===== src/rtl/mem_byte_sequencer_pkg.sv =====
// Shared definitions for the byte-serial load/store sequencer: size
// encodings, FSM states and the load extension helpers.
package mem_byte_sequencer_pkg;

  localparam logic [1:0] SIZE_BYTE = 2'd0;
  localparam logic [1:0] SIZE_HALF = 2'd1;
  localparam logic [1:0] SIZE_WORD = 2'd2;

  typedef enum logic [1:0] {
    IDLE   = 2'd0,
    ACCESS = 2'd1,
    RESP   = 2'd2
  } state_t;

  // Number of memory byte cycles for a size code; the illegal code maps to
  // 1 so range arithmetic stays sane (it is rejected separately).
  function automatic logic [2:0] bytes_for_size(input logic [1:0] size);
    logic [2:0] n;
    case (size)
      SIZE_HALF: n = 3'd2;
      SIZE_WORD: n = 3'd4;
      default:   n = 3'd1;
    endcase
    return n;
  endfunction

  // Sign- or zero-extend the low byte/half of an assembled load value.
  function automatic logic [31:0] extend_load(input logic [31:0] data,
                                              input logic [1:0]  size,
                                              input logic        sgn);
    logic [31:0] r;
    case (size)
      SIZE_BYTE: r = {{24{sgn & data[7]}},  data[7:0]};
      SIZE_HALF: r = {{16{sgn & data[15]}}, data[15:0]};
      default:   r = data;
    endcase
    return r;
  endfunction

endpackage


===== src/rtl/mem_byte_sequencer_load_extend.sv =====
// Combinational sign/zero extension of an assembled byte/half/word load.
// Kept as its own block so an I/O load path can reuse it.
module mem_load_extend
  import mem_byte_sequencer_pkg::*;
(
  input  logic [31:0] data,
  input  logic [1:0]  size,
  input  logic        sgn,
  output logic [31:0] ext
);

  // Pure function of the inputs; no state.
  always_comb begin
    ext = extend_load(data, size, sgn);
  end

endmodule


===== src/rtl/mem_byte_sequencer.sv =====
// Memory-access stage in front of a byte-wide memory. One load/store is
// split into 1, 2 or 4 big-endian byte cycles (MSB at the lowest address).
//
// Handshakes: a transfer happens on a rising clk edge where valid && ready
// are both high. req_ready is high only in IDLE; once resp_valid rises the
// response fields hold until resp_valid && resp_ready. Inputs are ignored
// outside IDLE, and no request is taken in the cycle a response retires.
module mem_byte_sequencer
  import mem_byte_sequencer_pkg::*;
#(
  parameter int ADDR_W    = 32,
  parameter int MEM_BYTES = 131072
) (
  input  logic              clk,
  input  logic              rst_n,
  input  logic              req_valid,
  output logic              req_ready,
  input  logic              req_write,
  input  logic [1:0]        req_size,
  input  logic              req_signed,
  input  logic [ADDR_W-1:0] req_addr,
  input  logic [31:0]       req_wdata,
  output logic              resp_valid,
  input  logic              resp_ready,
  output logic [31:0]       resp_rdata,
  output logic              resp_err,
  output logic [ADDR_W-1:0] mem_wordaddr,
  output logic [7:0]        mem_writeData,
  output logic              mem_writeEnable,
  input  logic [7:0]        mem_readData,
  output state_t            dbg_state
);

  state_t        state;
  logic          wr_q;
  logic [1:0]    size_q;
  logic          sgn_q;
  logic [31:0]   wdata_q;
  logic [2:0]    n_q;
  logic [2:0]    k_q;
  logic [31:0]   shift_q;

  logic [2:0]    req_n;
  logic [ADDR_W:0] req_last_addr;
  logic          req_bad;
  logic [31:0]   shift_next;
  logic [31:0]   ext_data;
  logic          last_byte;
  logic [1:0]    next_idx;

  // Select byte idx of a right-aligned word (idx 0 = least significant).
  function automatic logic [7:0] pick_byte(input logic [31:0] d,
                                           input logic [1:0]  idx);
    return d[8*idx +: 8];
  endfunction

  // Request decode: byte count, alignment and range check. The range sum is
  // one bit wider than the address so a wrapping request is also caught.
  always_comb begin
    req_n         = bytes_for_size(req_size);
    req_last_addr = {1'b0, req_addr} + (ADDR_W+1)'(req_n) - (ADDR_W+1)'(1);
    req_bad       = (req_size == 2'd3) ||
                    ((req_size == SIZE_HALF) && req_addr[0]) ||
                    ((req_size == SIZE_WORD) && (req_addr[1:0] != 2'b00)) ||
                    (req_last_addr >= (ADDR_W+1)'(MEM_BYTES));
  end

  // Per-byte datapath helpers for the ACCESS state.
  always_comb begin
    shift_next = {shift_q[23:0], mem_readData};
    last_byte  = (k_q == (n_q - 3'd1));
    next_idx   = 2'(n_q - 3'd2 - k_q);
  end

  mem_load_extend u_extend (
    .data (shift_next),
    .size (size_q),
    .sgn  (sgn_q),
    .ext  (ext_data)
  );

  assign req_ready = (state == IDLE);
  assign dbg_state = state;

  // Sequencer FSM with registered memory and response outputs.
  always_ff @(posedge clk or negedge rst_n) begin
    if (!rst_n) begin
      state           <= IDLE;
      wr_q            <= 1'b0;
      size_q          <= SIZE_BYTE;
      sgn_q           <= 1'b0;
      wdata_q         <= '0;
      n_q             <= 3'd1;
      k_q             <= '0;
      shift_q         <= '0;
      resp_valid      <= 1'b0;
      resp_err        <= 1'b0;
      resp_rdata      <= '0;
      mem_wordaddr    <= '0;
      mem_writeData   <= '0;
      mem_writeEnable <= 1'b0;
    end else begin
      case (state)
        IDLE: begin
          if (req_valid) begin
            wr_q    <= req_write;
            size_q  <= req_size;
            sgn_q   <= req_signed;
            wdata_q <= req_wdata;
            n_q     <= req_n;
            k_q     <= '0;
            shift_q <= '0;
            if (req_bad) begin
              state      <= RESP;
              resp_valid <= 1'b1;
              resp_err   <= 1'b1;
              resp_rdata <= '0;
            end else begin
              state           <= ACCESS;
              mem_wordaddr    <= req_addr;
              mem_writeEnable <= req_write;
              mem_writeData   <= req_write ? pick_byte(req_wdata, 2'(req_n - 3'd1))
                                           : 8'h00;
            end
          end
        end
        ACCESS: begin
          if (!wr_q) begin
            shift_q <= shift_next;
          end
          if (last_byte) begin
            state           <= RESP;
            mem_writeEnable <= 1'b0;
            mem_writeData   <= 8'h00;
            resp_valid      <= 1'b1;
            resp_err        <= 1'b0;
            resp_rdata      <= wr_q ? 32'h0 : ext_data;
          end else begin
            k_q           <= k_q + 3'd1;
            mem_wordaddr  <= mem_wordaddr + ADDR_W'(1);
            mem_writeData <= wr_q ? pick_byte(wdata_q, next_idx) : 8'h00;
          end
        end
        RESP: begin
          if (resp_ready) begin
            state      <= IDLE;
            resp_valid <= 1'b0;
            resp_err   <= 1'b0;
            resp_rdata <= '0;
          end
        end
        default: state <= IDLE;
      endcase
    end
  end

endmodule


===== config.mk =====
export PLATFORM = sky130hd
export DESIGN_NAME = mem_byte_sequencer
export DESIGN_NICKNAME = d
export VERILOG_FILES = /design/src/rtl/mem_byte_sequencer_pkg.sv /design/src/rtl/mem_byte_sequencer_load_extend.sv /design/src/rtl/mem_byte_sequencer.sv
export SDC_FILE = /design/constraint.sdc
export NUM_CORES = 1
export LEC_CHECK = 0
export ABC_AREA = 1
export BUFFER_PORTS_ARGS = -buffer_cell sky130_fd_sc_hd__buf_2
export CORE_AREA = 3 3 134 169
export DETAILED_ROUTE_END_ITERATION = 6
export DIE_AREA = 0 0 137 172
export MAX_ROUTING_LAYER = met4
export PLACE_DENSITY = 0.79
export SYNTH_ARGS = -nofsm -noshare
export SYNTH_HDL_FRONTEND = slang
export SYNTH_HIERARCHICAL = 1
export SYNTH_SLANG_ARGS = --single-unit

===== constraint.sdc =====
create_clock -name clk -period 2.9 [get_ports clk]
set_input_delay 0.58 -clock clk [delete_from_list [all_inputs] [get_ports clk]]
set_output_delay 0.58 -clock clk [all_outputs]
set_load 0.1 [all_outputs]

==> impl_metrics.yaml, run 1 <==
status:
  status: "finished with violations"
  violations: "negative setup slack"
clock_tree:
  cts_made_buffers: 17
  clk_pin_slew_ns: 0.07
  root_buffer: "clkbuf_16"
  cts_tree: "done"
  cts.htree.levels: 4
  ctsLongestPathBuffers: 2
  insertion_delay_ns: 0.43
  clock_sinks: 143
place:
  dp_hpwl_um: 24400
  io_buffers: 157
  place_congestion: 0.975
  pre_cts_slack_ns: -0.857
synth:
  synth_top_cell_area_share: 0.338
  syn_area_per_cell_sq_um: 6.72
  synth_xor_area_frac: 0.0250
  ys_ff_latch: 143
  synthMuxAreaShare: 0.0182
  synth_cell_type_count: 47
  syn-num-nets: 1695
  synthAdderAreaFrac: 0.0578
  synth_most_common_cell: "nand2_1"
  synthSimpleGateAreaFrac: 0.314
  synth_common_cells: "457 x nand2_1, 260 x inv_1, 142 x dfrtp_1, 131 x nor2_1, 103 x o21ai_0"
  ys_async_sr_fraction: 1.00
  ys_seq_area_frac: 0.340
  synthFlopType: "dfrtp_1"
  synth.largest_area_cell: "dfrtp_1"
  synth_area_leaders: "dfrtp_1 34%, nand2_1 16%, inv_1 9.3%"
  synth_top_family_by_area: "simple AND/OR/NAND/NOR gates"
  ys_warn_count: 6
  synth_compound_gate_area_share: 0.113
  synth_edf_count: 0
  syn_inst: 1567
  synth_area_sq_um: 10500
critical_path:
  path_max_fanout: 8
  cp_top_family: "simple AND/OR/NAND/NOR gates"
  required_ns: 3.22
  setup.worst_path.end_class: "flip-flop"
  cp_num_buf_inv: 7
  cp_common_cell: "nand2_1"
  crit_arrival_ns: 3.41
  slowest_stage: "fa_2"
  slowest_delay_ns: 0.36
  start_kind: "input pin"
  worstSetupPathType: "in2reg"
die:
  ios: 158
  initial_core_util: 0.494
  rows: 60
  die_height_um: 172
  die_area_sq_um: 23600
  die_x_um: 137
  core_area_sq_um: 21300
global_route:
  grt_pass1_wl_um: 51400
  antenna_found_initial: 1
  grt_pass1_vias: 10500
  grt_max_degree: 59
  track_usage: 0.282
  grt_overflow_total: 0
timing:
  clock_skew_ns: 0.0123
  timing.final.crit_share: 1.07
  tightest_slew_ns: 0.805
  rsz0062_at_grt: "true"
  hold_violations: 0
  slew_headroom: 0.461
  clock.fmax_mhz: 324
  setup_slack_ns: -0.189
  setup_viol: 76
  finalCriticalPeriod_ns: 3.09
  maxSlewViolCount: 0
drt:
  drt_iter0_markers: 657
  wire_per_inst_um: 15.7
  firstDrtPassIters: 5
  num_vias: 11000
  routed_wl_um: 32700
  postRouteAntennaNets: 0
  avgViaCountPerCell: 5.26
  drc: 0
layout:
  seqCellArea_sq_um: 3580
  fill_cells: 1937
  area_growth_syn_to_layout_pct: 25.9
  num-nets-final: 1923
  drive_gt1_frac: 0.233
  utilization: 0.622
  multi_input_area_sq_um: 5870
pwr:
  ir_drop_mv: 0.931
  powerDensity_nw_per_um2: 805
  leakage_nw: 7.42
  power_mw: 10.7
flow_run:
  maxCapViolCount: 0
min_path:
  hold_path_class: "in2async"
## per-stage QoR
step	hold WS, ns	cell area [sq um]	instances	TNS (ns)
floorplan	0.284	10600	1567	-34.69
global placement	0.450	12200	2042	-51.52
detailed placement	0.453	12200	2042	-57.90
CTS	0.143	13100	2085	-9.88
global route	0.159	13300	2088	-22.35
finish	0.130	13300	2088	-10.25
## placed cells by master, fill, tap and decap left out, types with 16 or more instances in the layout
| cell | count |
|---|---|
| o21ai_0 | 100 |
| buf_4 | 107 |
| nor2_1 | 129 |
| o21ai_1 | 22 |
| inv_1 | 255 |
| nand2_2 | 20 |
| mux2_2 | 17 |
| nand2_1 | 436 |
| ha_1 | 41 |
| nand3_1 | 66 |
| buf_2 | 154 |
| nor3_1 | 16 |
| nand4_1 | 47 |
| nand3_2 | 24 |
| dfrtp_1 | 142 |
| clkbuf_16 | 17 |
| a21oi_1 | 68 |
| xor2_1 | 23 |
## final cells by class
type                       count  share of cell area
antenna                        1            0.000189
multi-input combinational   1088               0.443
inverter                     269              0.0783
tap                          279              0.0263
clock inverter                15              0.0132
timing repair buffer         276               0.137
sequential                   143               0.270
clock buffer                  17              0.0321
## layer usage
layer | GRT usage | part of all wire
met1 | 0.326 | 0.40
met2 | 0.479 | 0.51
met5 | - | 0
met4 | 0.137 | 0.044
met3 | 0.0413 | 0.051
## flip-flops by register name (all words and copies together) (netlist names)
signal           flops
mem_wordaddr        32
resp_rdata          32
wdata_q             32
shift_q             24
mem_writeData        8
k_q                  3
n_q                  3
dbg_state            2
size_q               2
mem_writeEnable      1
resp_err             1
resp_valid           1
sgn_q                1
wr_q                 1
## power breakdown
part	internal (mW)	switching [mW]	total [mW]	leakage, nW
Clock	1.30	0.999	2.30	0.297
Sequential	2.50	0.568	3.07	1.86
Combinational	1.40	3.90	5.30	5.27
## path summary, 6_finish.rpt
kind / slack [ns] / end / start / depth (start not counted)
max: -0.19 / mem_writeData[2]$_DFFE_PN0P_ / req_size[0] / 26
min: 0.13 / resp_rdata[21]$_DFFE_PN0P_ / rst_n / 1
max reg2reg: 0.05 / resp_rdata[12]$_DFFE_PN0P_ / n_q[0]$_DFFE_PN1P_ / 13
min reg2reg: 0.47 / resp_rdata[14]$_DFFE_PN0P_ / resp_rdata[14]$_DFFE_PN0P_ / 2
max in group asynchronous: 1.92 / wdata_q[5]$_DFFE_PN0P_ / rst_n / 2
min in group clk: 0.40 / wdata_q[20]$_DFFE_PN0P_ / req_wdata[20] / 2
## cells by family (layout without fill, tap and decap cells)
family,after synthesis,count (layout)
AO/OA/AOI/OAI,220,220
XOR/XNOR,30,30
buffers and inverters,340,577
adder cells (fa/ha/maj),48,48
other,0,1
flip-flops,143,143
multiplexers,17,17
AND/OR/NAND/NOR,769,773
## what timing repair did
item | 4_1_cts | 5_1_grt
hold buffers | 0 | 0
hold endpoints to repair | 0 | 0
setup buffers | 7 | 2
resized for setup | 41 | 29
endpoints found under the setup margin | 77 | 77
pin swaps | 33 | 5
cloned | 4 | 1
(Power assumes the default switching activity.)
==> run 2, diff against run 1 <==
--- a/config.mk
+++ b/config.mk
@@ -7,12 +7,11 @@
 export LEC_CHECK = 0
 export ABC_AREA = 1
 export BUFFER_PORTS_ARGS = -buffer_cell sky130_fd_sc_hd__buf_2
-export CORE_AREA = 3 3 134 169
+export CORE_AREA = 3 3 132 166
 export DETAILED_ROUTE_END_ITERATION = 6
-export DIE_AREA = 0 0 137 172
+export DIE_AREA = 0 0 135 169
 export MAX_ROUTING_LAYER = met4
 export PLACE_DENSITY = 0.79
 export SYNTH_ARGS = -nofsm -noshare
 export SYNTH_HDL_FRONTEND = slang
-export SYNTH_HIERARCHICAL = 1
 export SYNTH_SLANG_ARGS = --single-unit
==> run 2 against run 1 <==
  * The run still ends with negative setup slack left
  * Setup slack better by 0.022 ns
  * Final area up 0.42%
  * Critical path depth stayed put
  * Clock power fell by 4%
  * First-iteration DRC count rose by 11%
  * Synthesized cell count fell by 4.1%
  * Flip-flop and latch count unchanged
  * Via count is 2.1% lower
  * Total power fell by 0.92%
  * Clock-buffer cell count unchanged
  * Critical path type unchanged
  * Critical endpoint is now mem_wordaddr[20]$_DFFE_PN0P_
  * Largest cell class unchanged
  * Highest routed layer unchanged
==> impl_metrics.yaml, run 2 <==
synth:
  ys_ff_latch: 143
  synth_most_common_cell: "nand2_1"
  syn_inst: 1503
  synth_area_sq_um: 10100
  synth_common_cells: "456 x nand2_1, 240 x inv_1, 142 x dfrtp_1, 114 x nor2_1, 97 x a21oi_1"
  syn_area_per_cell_sq_um: 6.74
  synth_top_family_by_area: "simple AND/OR/NAND/NOR gates"
  ys_warn_count: 0
  synthAdderAreaFrac: 0.0600
  ys_async_sr_fraction: 1.00
  synthSimpleGateAreaFrac: 0.302
  synth_edf_count: 0
  synth_xor_area_frac: 0.0259
  synth_compound_gate_area_share: 0.124
  synthMuxAreaShare: 0.0189
  synth_top_cell_area_share: 0.351
  synth_area_leaders: "dfrtp_1 35%, nand2_1 17%, inv_1 8.9%"
  synth_cell_type_count: 43
  ys_seq_area_frac: 0.353
  synthFlopType: "dfrtp_1"
  syn-num-nets: 1631
  synth.largest_area_cell: "dfrtp_1"
layout:
  final_cell_mix: "422 x nand2_1, 233 x inv_1, 154 x buf_2"
  multi_input_area_sq_um: 5730
  seqCellArea_sq_um: 3580
  top_regs: "mem_wordaddr (32), resp_rdata (32), wdata_q (32)"
  final_common_cell: "nand2_1"
  drive_gt1_frac: 0.255
  design_area_sq_um: 13300
  num-nets-final: 1900
  area_growth_syn_to_layout_pct: 31.4
  fill_cells: 1718
clock_tree:
  cts_tree: "done"
  clk_pin_slew_ns: 0.07
  ctsLongestPathBuffers: 2
  insertion_delay_ns: 0.43
  cts_made_buffers: 17
  cts_hold_buf: 0
  root_buffer: "clkbuf_16"
  clock_sinks: 143
  cts.htree.levels: 4
timing:
  hold_ws_ns: 0.102
  rsz0062_at_grt: "true"
  clock_skew_ns: 0.0123
  tightest_slew_ns: 0.677
  finalCriticalPeriod_ns: 3.07
  clock.fmax_mhz: 326
  setup_tns_ns: -9.19
  timing.final.crit_share: 1.06
  slew_headroom: 0.549
  maxSlewViolCount: 0
  setup_viol: 77
  setup_slack_ns: -0.168
  hold_violations: 0
die:
  initial_core_util: 0.492
  core_area_sq_um: 20600
  ios: 158
  die_height_um: 169
  die_x_um: 135
  rows: 59
  die_area_sq_um: 22800
drt:
  drt_iter0_markers: 726
  firstDrtPassIters: 5
  routed_wl_um: 30800
  num_vias: 10800
  drc: 0
  postRouteAntennaNets: 0
  wire_per_inst_um: 14.9
  avgViaCountPerCell: 5.22
global_route:
  antenna_found_initial: 3
  gr-max-usage-layer: "met2"
  gr-usage-met1: 0.317
  grt_use_met2: 0.455
  grtUsageMet3: 0.0499
  track_usage: 0.271
  grt_pass1_vias: 10200
  grt_overflow_total: 0
  grt_pass1_wl_um: 48600
  grt_max_degree: 68
critical_path:
  start_kind: "input pin"
  required_ns: 3.21
  crit_arrival_ns: 3.38
  path_max_fanout: 18
  worstSetupPathType: "in2reg"
  setup.worst_path.end_class: "flip-flop"
pwr:
  leakage_nw: 7.36
  powerDensity_nw_per_um2: 794
  ir_drop_mv: 0.814
place:
  place_congestion: 1.03
  post_dp_cell_area_sq_um: 12200
  dp_hpwl_um: 23100
  io_buffers: 157
status:
  status: "finished with violations"
  violations: "negative setup slack"
flow_run:
  maxCapViolCount: 0
min_path:
  hold_path_class: "in2async"
run 2: changes by cell type in the layout (fill, tap and decap cells not counted), moves of 12 or more:
cell | previous run | this run
a21oi_1 | 68 | 94
nor2_1 | 129 | 113
inv_1 | 255 | 233
buf_4 | 107 | 131
o21ai_0 | 100 | 88
nand3_2 | 24 | 11
nand2_1 | 436 | 422
run 2: final cells by class:
type                    count  area share
diodes                      3    0.000564
clock buffers              17      0.0320
clock inverters            15      0.0124
inverters                 247      0.0717
multi-input cells        1057       0.430
flip-flops and latches    143       0.269
well taps                 274      0.0258
repair buffers            306       0.158
run 2: worst max-delay path: stages:
cell	delay [ns]
buf_6	0.09
buf_4	0.11
ha_2	0.17
inv_2	0.05
ha_4	0.28
inv_1	0.07
ha_4	0.27
nand2_1	0.07
nand2_2	0.10
nand3_4	0.10
a21oi_4	0.18
o21ai_2	0.07
buf_4	0.14
nand2_1	0.05
nand2_1	0.04
nand2_1	0.05
inv_1	0.05
nor2_2	0.09
buf_6	0.13
buf_4	0.11
nand3_4	0.07
nand2_4	0.09
nand2_8	0.09
buf_12	0.19
nand2_1	0.06
o21ai_1	0.06
run 2: stage by stage:
stage          utilization  worst slack, ns  std cells  power [mW]
4_1_cts              0.633           -0.149       2051        10.4
2_1_floorplan            -           -0.605       1503        6.83
3_5_place_dp         0.591           -0.865       2007        8.13
6_report             0.646           -0.168       2062        10.6
5_1_grt              0.646           -0.327       2062        11.1
3_3_place_gp         0.591           -0.753       2007        8.01
run 2: repair_timing:
action	in CTS	in global routing
pin swaps	17	22
setup buffers	12	5
cloned	0	3
endpoints found under the setup margin	77	77
hold endpoints to repair	0	0
gates resized for setup	43	41
run 2: logic make-up after synthesis:
| group | count (synthesis) |
|---|---|
| XOR/XNOR | 30 |
| adder cells (fa/ha/maj) | 48 |
| AO/OA/AOI/OAI | 233 |
| buffers and inverters | 303 |
| AND/OR/NAND/NOR | 729 |
| multiplexers | 17 |
| flip-flops | 143 |
run 2: worst paths after layout:
| check | startpoint | end | slack (ns) | depth (start not counted) |
|---|---|---|---|---|
| max in group asynchronous | rst_n | n_q[0]$_DFFE_PN1P_ | 2.07 | 2 |
| setup / recovery | req_size[1] | mem_wordaddr[20]$_DFFE_PN0P_ | -0.17 | 26 |
| hold reg to reg | resp_rdata[19]$_DFFE_PN0P_ | resp_rdata[19]$_DFFE_PN0P_ | 0.47 | 2 |
| hold / removal | rst_n | resp_rdata[29]$_DFFE_PN0P_ | 0.10 | 1 |
| min in group clk | req_valid | k_q[2]$_DFFE_PN0P_ | 0.40 | 2 |
| setup reg to reg | n_q[0]$_DFFE_PN1P_ | resp_rdata[3]$_DFFE_PN0P_ | 0.08 | 13 |
run 2: layer usage:
| metal | vias up | routed length (um) | part of all wire |
|---|---|---|---|
| li1 | 5322 | - | - |
| met1 | 4973 | 12200 | 0.40 |
| met2 | 374 | 15500 | 0.50 |
| met3 | 86 | 1850 | 0.060 |
| met4 | 0 | 1250 | 0.040 |
| met5 | - | 0 | 0 |
run 2: power by group:
part	switching [mW]	internal (mW)	total (mW)
Clock	0.991	1.22	2.21
Sequential	0.538	2.51	3.05
Combinational	3.81	1.50	5.31
==> run 3, diff against run 2 <==
--- a/config.mk
+++ b/config.mk
@@ -12,6 +12,7 @@
 export DIE_AREA = 0 0 135 169
 export MAX_ROUTING_LAYER = met4
 export PLACE_DENSITY = 0.79
+export REMOVE_ABC_BUFFERS = 1
 export SYNTH_ARGS = -nofsm -noshare
 export SYNTH_HDL_FRONTEND = slang
 export SYNTH_SLANG_ARGS = --single-unit
==> run 3 against run 2 <==
  * Highest routed layer unchanged
  * Sequential power rose by 1%
  * Die area did not move
  * Utilization fell by 0.29 points
  * The run still ends with negative setup slack left
  * Clock skew fell by 0.0061 ns
  * First-iteration DRC count rose by 18%
  * Critical endpoint is now mem_wordaddr[8]$_DFFE_PN0P_
  * Setup slack got worse by 0.058 ns
  * Flip-flop and latch count did not move
  * Global-route usage fell by 0.83 points
  * Final area fell by 0.45%
==> impl_metrics.yaml, run 3 (synthesis gave the netlist of run 2 again) <==
status:
  status: "finished with violations"
  violations: "negative setup slack"
global_route:
  grt_pass1_wl_um: 47300
  grt_max_degree: 70
  grt_overflow_total: 0
  antenna_found_initial: 0
  grt_pass1_vias: 9897
  track_usage: 0.263
drt:
  num_vias: 10800
  drt_iter0_markers: 859
  postRouteAntennaNets: 0
  wire_per_inst_um: 15.4
  routed_wl_um: 31200
  drc: 0
  avgViaCountPerCell: 5.32
  firstDrtPassIters: 5
clock_tree:
  root_buffer: "clkbuf_16"
  cts_tree: "done"
  cts_hold_buf: 0
  cts.htree.levels: 4
  ctsLongestPathBuffers: 2
  insertion_delay_ns: 0.42
  clock_sinks: 143
  clk_pin_slew_ns: 0.06
  cts_made_buffers: 17
layout:
  num-nets-final: 1867
  final_cell_mix: "404 x nand2_1, 231 x inv_1, 154 x buf_2"
  seqCellArea_sq_um: 3580
  final_common_cell: "nand2_1"
  n_antenna_cell: 0
  drive_gt1_frac: 0.255
  top_regs: "mem_wordaddr (32), resp_rdata (32), wdata_q (32)"
  fill_cells: 1735
  multi_input_area_sq_um: 5860
  area_growth_syn_to_layout_pct: 30.8
critical_path:
  setup.worst_path.end_class: "flip-flop"
  start_kind: "input pin"
  required_ns: 3.20
  r2r_cells: 13
  startpoint: "req_size[0]"
  crit_arrival_ns: 3.42
  worstSetupPathType: "in2reg"
  rr_endpoint: "resp_rdata[23]$_DFFE_PN0P_"
  path_max_fanout: 6
  crit_end: "mem_wordaddr[8]$_DFFE_PN0P_"
  r2r-start: "n_q[0]$_DFFE_PN1P_"
  reg2reg_slack_ns: 0.10
pwr:
  leakage_nw: 7.28
  ir_drop_mv: 1.09
  powerDensity_nw_per_um2: 832
timing:
  slew_headroom: 0.523
  clock_skew_ns: 0.00615
  hold_violations: 0
  maxSlewViolCount: 0
  rsz0062_at_grt: "true"
  tightest_slew_ns: 0.715
  setup_slack_ns: -0.226
  setup_viol: 77
  clock.fmax_mhz: 320
  hold_ws_ns: 0.155
  timing.final.crit_share: 1.08
  finalCriticalPeriod_ns: 3.13
die:
  core_area_sq_um: 20600
  initial_core_util: 0.492
  die_height_um: 169
  rows: 59
  die_x_um: 135
  die_area_sq_um: 22800
  ios: 158
flow_run:
  maxCapViolCount: 0
place:
  pre_cts_slack_ns: -0.942
  io_buffers: 157
  place_congestion: 0.947
  dp_hpwl_um: 22000
min_path:
  hold_path_class: "in2async"
-- run 3: area by class of cell --
class	count	area share
Clock buffer	20	0.0330
Sequential cell	143	0.270
Timing Repair Buffer	272	0.144
Clock inverter	12	0.0127
Inverter	247	0.0722
Multi-Input combinational cell	1058	0.442
Tap cell	274	0.0259
-- run 3: what timing repair did --
item | 4_1_cts | 5_1_grt
setup buffers | 2 | 2
pin swaps | 15 | 33
gates resized for setup | 51 | 103
hold endpoints to repair | 0 | 0
setup endpoints to repair | 77 | 77
gates cloned | 1 | 10
-- run 3: layer usage --
layer  global-route usage  vias to the layer above  routed length, um
met2                0.427                      423              14900
met3               0.0434                       80               2300
met1                0.331                     5010              12800
met4               0.0969                        0               1170
li1                     -                     5263                  -
met5                    -                        -                  0
-- run 3: worst min-delay path by stage --
stage | start | endpoint | slack [ns] | cells after the start
floorplan | rst_n | dbg_state[0]$_DFFE_PN0P_ | 0.28 | 0
global placement | resp_rdata[23]$_DFFE_PN0P_ | resp_rdata[23]$_DFFE_PN0P_ | 0.45 | 2
finish | rst_n | resp_rdata[29]$_DFFE_PN0P_ | 0.15 | 1
global route | rst_n | shift_q[3]$_DFFE_PN0P_ | 0.21 | 1
CTS | rst_n | resp_rdata[29]$_DFFE_PN0P_ | 0.18 | 1
detailed placement | resp_rdata[5]$_DFFE_PN0P_ | resp_rdata[5]$_DFFE_PN0P_ | 0.46 | 2
-- run 3: per-stage QoR --
step	utilization	std cells	setup TNS, ns	power, mW	instance area, sq um
5_1_grt	0.643	2026	-22.81	11.6	13300
3_3_place_gp	0.575	1979	-56.78	7.89	11800
4_1_cts	0.613	2014	-11.04	10.4	12600
6_report	0.643	2026	-12.78	11.0	13300
2_1_floorplan	-	1447	-169.64	6.65	9890
3_5_place_dp	0.575	1979	-67.90	8.01	11800
-- run 3: power by group --
group          internal, mW  switching, mW
clock network          1.43          0.836
registers              2.51          0.576
logic                  1.68           3.99
total                  5.63           5.40
-- run 3: worst max-delay path: stages --
cell and delay, ns:
buf_12 0.09, inv_6 0.03, ha_4 0.27, clkinv_4 0.05
ha_4 0.16, inv_4 0.05, ha_4 0.12, inv_2 0.03
fa_2 0.34, inv_2 0.08, buf_6 0.10, nand2_2 0.04
nand3_2 0.09, nand2_1 0.05, nand2_1 0.10, nand2_2 0.09
nand3_2 0.08, nand2_2 0.07, nor2_4 0.11, nand2_2 0.08
nor2_4 0.12, nand3_2 0.11, nand2_4 0.14, nand2_8 0.11
clkbuf_16 0.19, nand2_2 0.06, o21ai_1 0.07
